`config.mk`:
```
export PLATFORM = sky130hd
export DESIGN_NAME = game_round_ctrl_flat
export DESIGN_NICKNAME = d
export VERILOG_FILES = /design/src/rtl/game_round_ctrl_if.sv /design/src/rtl/game_round_ctrl.sv /design/src/flat_wrapper.sv
export SDC_FILE = /design/constraint.sdc
export NUM_CORES = 1
export LEC_CHECK = 0
export ABC_AREA = 1
export CORE_MARGIN = 1
export CORE_UTILIZATION = 49
export DETAILED_ROUTE_END_ITERATION = 16
export HOLD_SLACK_MARGIN = 0.12
export PLACE_DENSITY = 0.72
export SLEW_MARGIN = 40
export SYNTH_ARGS = -nofsm -noshare
export SYNTH_HDL_FRONTEND = slang
export SYNTH_SLANG_ARGS = --single-unit
```
`constraint.sdc`:
```
create_clock -name clk -period 2.45 [get_ports clk]
set_clock_uncertainty 0.15 [all_clocks]
set_input_delay 0.49 -clock clk [delete_from_list [all_inputs] [get_ports clk]]
set_output_delay 0.49 -clock clk [all_outputs]
set_load 0.05 [all_outputs]
```
`src/rtl/game_round_ctrl_if.sv`:
```
// Handshake bundle between the round controller, the keypad/level-select inputs
// and the display/score consumers.
interface game_round_ctrl_if;
   logic       level_sel;
   logic [1:0] level;
   logic       ans_valid;
   logic [3:0] ans_data;
   logic       target_valid;
   logic [3:0] target;
   logic [3:0] round_idx;
   logic [3:0] score;
   logic       busy;
   logic       done;
   logic       timeout_pulse;

   modport master (
      output level_sel, level, ans_valid, ans_data,
      input  target_valid, target, round_idx, score, busy, done, timeout_pulse
   );

   modport slave (
      input  level_sel, level, ans_valid, ans_data,
      output target_valid, target, round_idx, score, busy, done, timeout_pulse
   );
endinterface

```
`src/rtl/game_round_ctrl.sv`:
```
// One game level: seeds from a free-running scrambled counter, presents ROUNDS
// pseudo-random targets, waits for an answer or timeout on each, keeps score.
module game_round_ctrl #(
   parameter int unsigned       WIDTH   = 20,
   parameter logic [WIDTH-1:0]  STEP    = 20'hC9A4F,
   parameter int unsigned       ROUNDS  = 8,
   parameter int unsigned       TIMEOUT = 50000
) (
   input  logic               clk,
   input  logic               rst_n,
   game_round_ctrl_if.slave   bus
);

   localparam int unsigned TW   = $clog2(TIMEOUT + 1);
   localparam logic [3:0]  LAST = 4'(ROUNDS - 1);

   typedef enum logic [2:0] {IDLE, SEED, SHOW, WAIT, CHECK, DONE} state_t;

   state_t           state, state_nx;
   logic [WIDTH-1:0] cnt;
   logic [WIDTH-1:0] r;
   logic [TW-1:0]    timer;
   logic             level_sel_q;
   logic [1:0]       lvl_q;
   logic [3:0]       target_q;
   logic [3:0]       round_q;
   logic [3:0]       score_q;
   logic [3:0]       ans_q;
   logic             answered_q;
   logic             level_edge;

   // xorshift-style mix; zero is a fixed point, so it is replaced by 1
   function automatic logic [WIDTH-1:0] scramble(input logic [WIDTH-1:0] x);
      logic [WIDTH-1:0] y;
      y = x ^ (x << 7) ^ (x >> 5);
      return (y == '0) ? {{(WIDTH-1){1'b0}}, 1'b1} : y;
   endfunction

   assign level_edge = bus.level_sel & ~level_sel_q;

   // NOTE: registers use non-blocking (<=) so every flop samples pre-edge values.
   always_ff @(posedge clk or negedge rst_n) begin
      if (!rst_n) state <= IDLE;
      else        state <= state_nx;
   end

   // NOTE: the default assignment first keeps this block free of inferred latches.
   always_comb begin
      state_nx = state;
      unique case (state)
         IDLE, DONE: if (level_edge) state_nx = SEED;
         SEED:       state_nx = SHOW;
         SHOW:       state_nx = WAIT;
         WAIT:       if (bus.ans_valid || timer == '0) state_nx = CHECK;
         CHECK:      state_nx = (round_q == LAST) ? DONE : SHOW;
         default:    state_nx = IDLE;
      endcase
   end

   always_comb begin
      bus.target_valid  = (state == WAIT);
      bus.busy          = state inside {SEED, SHOW, WAIT, CHECK};
      bus.done          = (state == DONE);
      bus.timeout_pulse = (state == CHECK) && !answered_q;
      bus.target        = target_q;
      bus.round_idx     = round_q;
      bus.score         = score_q;
   end

   always_ff @(posedge clk or negedge rst_n) begin
      if (!rst_n) begin
         cnt         <= '0;
         r           <= '0;
         timer       <= '0;
         level_sel_q <= 1'b0;
         lvl_q       <= '0;
         target_q    <= '0;
         round_q     <= '0;
         score_q     <= '0;
         ans_q       <= '0;
         answered_q  <= 1'b0;
      end else begin
         cnt         <= cnt + STEP;
         level_sel_q <= bus.level_sel;
         case (state)
            IDLE, DONE: if (level_edge) begin
               lvl_q   <= bus.level;
               r       <= scramble(cnt);
               score_q <= '0;
               round_q <= '0;
            end
            SHOW: begin
               unique case (lvl_q)
                  2'd0:    target_q <= {2'b00, r[1:0]};
                  2'd1:    target_q <= {1'b0, r[2:0]};
                  default: target_q <= r[3:0];
               endcase
               timer <= TW'((TIMEOUT >> lvl_q) - 1);
            end
            WAIT: begin
               // an answer on the last window cycle beats the timeout
               if (bus.ans_valid) begin
                  ans_q      <= bus.ans_data;
                  answered_q <= 1'b1;
               end else if (timer == '0) begin
                  answered_q <= 1'b0;
               end else begin
                  timer <= timer - TW'(1);
               end
            end
            CHECK: begin
               if (answered_q && ans_q == target_q && score_q != 4'hF)
                  score_q <= score_q + 4'd1;
               r <= scramble(r);
               if (round_q != LAST) round_q <= round_q + 4'd1;
            end
            default: ;
         endcase
      end
   end

endmodule

```
`src/flat_wrapper.sv`:
```
// flat-port wrapper written by rule: the top's interface ports become plain ports
module game_round_ctrl_flat 
#(
   parameter int unsigned       WIDTH   = 20,
   parameter logic [WIDTH-1:0]  STEP    = 20'hC9A4F,
   parameter int unsigned       ROUNDS  = 8,
   parameter int unsigned       TIMEOUT = 50000
)
  (clk, rst_n, bus_level_sel, bus_level, bus_ans_valid, bus_ans_data, bus_target_valid, bus_target, bus_round_idx, bus_score, bus_busy, bus_done, bus_timeout_pulse);
  game_round_ctrl_if bus_i ();
  input  logic clk;
  input  logic rst_n;
  input wire logic [$bits(bus_i.level_sel)-1:0] bus_level_sel;
  input wire logic [$bits(bus_i.level)-1:0] bus_level;
  input wire logic [$bits(bus_i.ans_valid)-1:0] bus_ans_valid;
  input wire logic [$bits(bus_i.ans_data)-1:0] bus_ans_data;
  output wire logic [$bits(bus_i.target_valid)-1:0] bus_target_valid;
  output wire logic [$bits(bus_i.target)-1:0] bus_target;
  output wire logic [$bits(bus_i.round_idx)-1:0] bus_round_idx;
  output wire logic [$bits(bus_i.score)-1:0] bus_score;
  output wire logic [$bits(bus_i.busy)-1:0] bus_busy;
  output wire logic [$bits(bus_i.done)-1:0] bus_done;
  output wire logic [$bits(bus_i.timeout_pulse)-1:0] bus_timeout_pulse;
  assign bus_i.level_sel = bus_level_sel;
  assign bus_i.level = bus_level;
  assign bus_i.ans_valid = bus_ans_valid;
  assign bus_i.ans_data = bus_ans_data;
  assign bus_target_valid = bus_i.target_valid;
  assign bus_target = bus_i.target;
  assign bus_round_idx = bus_i.round_idx;
  assign bus_score = bus_i.score;
  assign bus_busy = bus_i.busy;
  assign bus_done = bus_i.done;
  assign bus_timeout_pulse = bus_i.timeout_pulse;
  game_round_ctrl #(.WIDTH(WIDTH), .STEP(STEP), .ROUNDS(ROUNDS), .TIMEOUT(TIMEOUT)) u_core (.clk(clk), .rst_n(rst_n), .bus(bus_i));
endmodule
```
# Word-level counts from Yosys, hierarchy flattened
# Cells that the tools add are included.
[op_classes]
mux = 19
n_eq_ne = 16
n_bitwise = 6
addsub = 5
reduce_logical = 23
shift = 1
[ops]
columns = ["op", "n"]
rows = [
  ["2-to-1 mux 20 bit", 3],
  ["logical NOT 20 bit", 2],
  ["case mux 20 bit (2 select lines)", 1],
  ["XOR 20 x 15 -> 20 bit", 2],
  ["XOR 20 bit", 2],
  ["2-to-1 mux 16 bit", 2],
  ["case mux 16 bit (2 select lines)", 1],
  ["subtractor 16 x 1 -> 16 bit, second input constant", 2],
  ["case mux 4 bit (2 select lines)", 3],
  ["adder 20 bit, second input constant", 1],
  ["logical NOT 16 bit", 1],
  [">> shifter 16 x 2 -> 16 bit, first input constant", 1],
  ["case mux 3 bit (5 select lines)", 1],
  ["2-to-1 mux 4 bit", 3],
  ["AND reduction 2 bit", 5],
  ["2-to-1 mux 3 bit", 3],
  ["AND reduction 3 bit", 3],
  ["adder 4 x 1 -> 4 bit, second input constant", 2],
  ["!= test 2 bit, second input constant", 4],
  ["equality test 3 x 2 -> 1 bit, second input constant", 2],
  ["equality test 3 bit, second input constant", 2],
  ["nonzero test 2 bit", 3],
  ["equality test 4 x 3 -> 1 bit, second input constant", 1],
  ["equality test 4 bit", 1],
  ["other kinds (15)", 19],
]
[totals]
word_cells = 81
register_bits = 79
inputBits = 10
output_inout_bits = 16

# Logic depth before layout (Yosys ltp)
# Gate-level depths: netlist of run 1.
[depth]
depth_word = 6
depth_mapped = 15
ltp_nobuf = 14

# Least setup slack after synthesis of run 1
# No wires, ideal clock.
[synth_path]
kind = "reg-to-output"
from = "register u_core.state[0]"
to = "output bus_timeout_pulse"
arrival_time_ns = 1.842
t_required_ns = 1.810
setup_slack_ns = -0.032
path_buffers = 1
stages_incl_launch_ff = 6
path_cell_list = "dfrtp_1 or2_2 nor2_1 inv_2 buf_1 nor2_1"
[synth_between]
elab_chain_cells = 2
[synth_rtl]
columns = ["item", "line", "source"]
rows = [
  ["start, declared", "game_round_ctrl.sv:19", "state_t state, state_nx;"],
  ["start signal, assigned", "game_round_ctrl.sv:44", "else state <= state_nx;"],
  ["equality test 3 bit", "game_round_ctrl.sv:64", "bus.timeout_pulse = (state == CHECK) && !answered_q;"],
  ["logical AND 1 bit", "game_round_ctrl.sv:64", ""],
  ["end, declared", "flat_wrapper.sv:23", "output wire logic [$bits(bus_i.timeout_pulse)-1:0] bus_timeout_pulse;"],
]
# No other way between the ends.

# Worst setup path in the final report of run 1
# Same ends and word-level chain as after synthesis.

==> flow_summary_export.csv, run 1 <==
group,metric,value,unit
routing,drt_iter0_drc,275,
clock_tree,cts_setup_buffers,0,
synthesis,synth_area_leaders,"dfrtp_1, nand2_1, inv_1",
grt,antenna_found_initial,0,
routing,drc,0,
floorplan,dieArea,0.0108,mm2
layout,n_antenna_cell,0,
power,power.total,6.99,mW
routing,wire_per_inst,13.7,um
place,dp_worst_setup_slack,218,ps
synthesis,synth_edf_count,0,
floorplan,rows,36,
synthesis,avgSynthCellArea,6.79,um2
grt,grt-ovfl-total,0,
synthesis,synth_mux_area_share,0.418,%
synthesis,ys_seq_area_share,38.9,%
synthesis,synth-compound-area-share,9.62,%
place,dp_hpwl,9510,um
synthesis,ys_types,38,
clock_tree,clkTransAtPathRegs,80,ps
layout,final-seq-area,0.00198,mm2
synthesis,synthAdderAreaFrac,1.97,%
synthesis,synth_top_area_share,38.9,%
routing,vias_per_cell,5.25,
timing,period_share,94.6,%
routing,vias,4806,
synthesis,ys.flop_type,"dfrtp_1",
synthesis,yosys_warnings,0,
worst_setup_path,cp.arrival,1680,ps
worst_setup_path,required,1810,ps
synthesis,synth-xor-area-share,5.86,%
synthesis,syn-cell-area,0.00508,mm2
clock_tree,clk_latency,370,ps
floorplan,initial_core_util,51.3,%
grt,grt_pass1_vias,4619,
clock_tree,cts_buffers,9,
status,status,"finished, final reports clean",
timing,rsz0062_at_grt,"no",
floorplan,ios,26,
routing,wl,12500,um
floorplan,die_w,104,um
floorplan,die_y,104,um
timing,max-slew-margin-rel,65.6,%
grt,grt_max_degree,49,
worst_hold_path,hp-class,"reg2reg",
synthesis,synth-seq-cells,79,
synthesis,synthCells,749,
timing,worst_pin_slew,510,ps
power,total_leakage_power,2.95,nW
timing,setup_ws,132,ps
layout,multi_input_area,0.00271,mm2
timing,hold_violations,0,
power,p_per_area,1210,mW/mm2
timing,slew_violations,0,
worst_setup_path,crit_type,"reg2out",
worst_setup_path,start_kind,"flip-flop",
grt,grt_use_total,24.5,%
clock_tree,cts_tree,"done",
worst_setup_path,crit_path_end_kind,"primary output",
layout,drive_above_1_share,6.65,%
synthesis,synth_nets,767,
layout,fillerInstances,926,
synthesis,yosys.area.top_type,"dfrtp_1",
timing,setup_viol,0,
synthesis,yosys.area_share.simple,35.4,%
worst_setup_path,path_max_fanout,6,
routing,first_pass_iters,5,
synthesis,synth_top_family_by_area,"simple AND/OR/NAND/NOR gates",
clock_tree,root_buffer,"clkbuf_8",
grt,grt_pass1_wl,21300,um
timing,tns,0,ps
flow_run,maxCapViolCount,0,
floorplan,core,0.00991,mm2
clock_tree,cts-htree-levels,3,
timing,max_freq,0.431,GHz
timing,period_minus_slack,2320,ps
synthesis,async_reset_ff_share,100,%
layout,final_nets,795,
power,irDropWorstVdd,794,uV
layout,area_growth,13.3,%
place,io_buffer_count,25,
routing,antenna_left,0,
clock_tree,cts.sinks,79,
clock_tree,cts_max_path_buffers,2,
place,gp_congestion,0.914,
[power breakdown]
group / switching [mW] / internal (mW) / total, mW
logic: 2.34 / 1.33 / 3.67
clock network: 0.496 / 0.598 / 1.09
registers: 0.475 / 1.74 / 2.22
[layer usage]
| metal | vias to the layer above | wire, um | global-route usage [%] |
|---|---|---|---|
| met1 | 2240 | 5510 | 30.6 |
| met2 | 127 | 6230 | 42.2 |
| met4 | 0 | 234 | 10.3 |
| met3 | 20 | 567 | 3.88 |
| met5 | - | 0 | 0 |
| li1 | 2419 | - | - |
[worst paths after layout]
kind                                        from                 to  slack (ps)  cells past startpoint
worst min register to register  u_core.timer[15]   u_core.timer[15]         330                      2
min in group asynchronous                  rst_n    u_core.ans_q[1]         450                      2
worst max register to register   u_core.lvl_q[0]    u_core.timer[5]         290                     10
max in group asynchronous                  rst_n     u_core.cnt[15]        1090                      3
worst min-delay path            u_core.timer[15]   u_core.timer[15]         330                      2
worst max-delay path             u_core.state[0]  bus_timeout_pulse         130                      5
[cell type report]
| cell class | instances | area share (%) |
|---|---|---|
| Timing Repair Buffer | 35 | 6.56 |
| Clock buffer | 10 | 2.39 |
| Tap cell | 133 | 2.89 |
| Inverter | 81 | 5.28 |
| Sequential cell | 79 | 34.3 |
| Clock inverter | 6 | 1.46 |
| Multi-Input combinational cell | 571 | 47.1 |
[cell usage after synthesis (2+ instances only)]
master / number
clkbuf_1: 6
nor4_1: 2
nand2_2: 2
nand3b_1: 2
o21ai_2: 3
o22a_1: 4
o211ai_1: 3
inv_2: 2
a21oi_1: 8
nor2_2: 6
dfrtp_1: 79
nand3_1: 46
buf_1: 2
buf_2: 5
ha_1: 8
nor3_1: 10
o221ai_1: 3
o21ai_0: 57
or2_2: 3
xor2_1: 23
nand2_1: 288
nor2_1: 75
xnor2_1: 11
nand4_1: 6
buf_4: 4
inv_1: 79
[sequential cells by signal, summed over array words and instances (netlist names), 2 cells and up]
name,count
u_core.ans_q,4
u_core.bus.round_idx,4
u_core.bus.score,4
u_core.bus.target,4
u_core.cnt,20
u_core.lvl_q,2
u_core.r,20
u_core.state,3
u_core.timer,16
[layout by cell type (no fill, tap or decap), drive strengths merged, types with 2 or more instances in the layout]
cell type / netlist / layout
nand3b: 2 / 2
o211ai: 3 / 3
a21oi: 9 / 9
xnor2: 11 / 11
bufinv: 0 / 2
o22a: 4 / 4
nor3: 10 / 10
nand2: 291 / 291
ha: 8 / 8
inv: 81 / 81
or2: 3 / 3
clkdlybuf4s50: 0 / 20
nand4: 6 / 6
nor2: 81 / 81
o21ai: 61 / 61
buf: 12 / 14
dfrtp: 79 / 79
clkbuf: 6 / 10
xor2: 23 / 23
o221ai: 3 / 3
clkinv: 0 / 4
nor4: 2 / 2
nand3: 47 / 47
[cell families (layout without fill, tap and decap cells)]
kind of cell | Yosys count | after routing
buffers and inverters | 99 | 132
and+or+nand+nor | 442 | 442
xor gates and xnor gates | 34 | 34
AOI/OAI and AO/OA | 85 | 85
adders and majority gates | 8 | 8
muxes | 2 | 2
DFF | 79 | 79
[worst max-delay path, cell delays in order, from the launching register on]
cell and delay, ps:
dfrtp_1 450, or2_2 360, nor2_2 120, inv_2 90, nor2_2 130, buf_12 150
[metrics by stage]
step,util (%),cells,area [um2],hold slack [ps]
after floorplan,-,749,5090,44.4
after global placement,55.7,898,5520,313
after detailed placement,55.7,898,5520,319
after CTS,58.1,915,5760,337
after global routing,58.1,915,5760,360
final,58.1,915,5760,331
[timing repair]
item | 4_1_cts | 5_1_grt
hold buffers | 1 | 0
resized for setup | 0 | 1
endpoints found under the setup margin | 0 | 2
endpoints found under the hold margin | 31 | 0
No activity file was read; power rests on OpenSTA's default activity.
==> run 2, diff against run 1 <==
--- a/config.mk
+++ b/config.mk
@@ -6,6 +6,7 @@
 export NUM_CORES = 1
 export LEC_CHECK = 0
 export ABC_AREA = 1
+export CAP_MARGIN = 30
 export CORE_MARGIN = 1
 export CORE_UTILIZATION = 49
 export DETAILED_ROUTE_END_ITERATION = 16
==> results of run 2 <==
Final layout, timing and power as in run 1 (identical DEF).
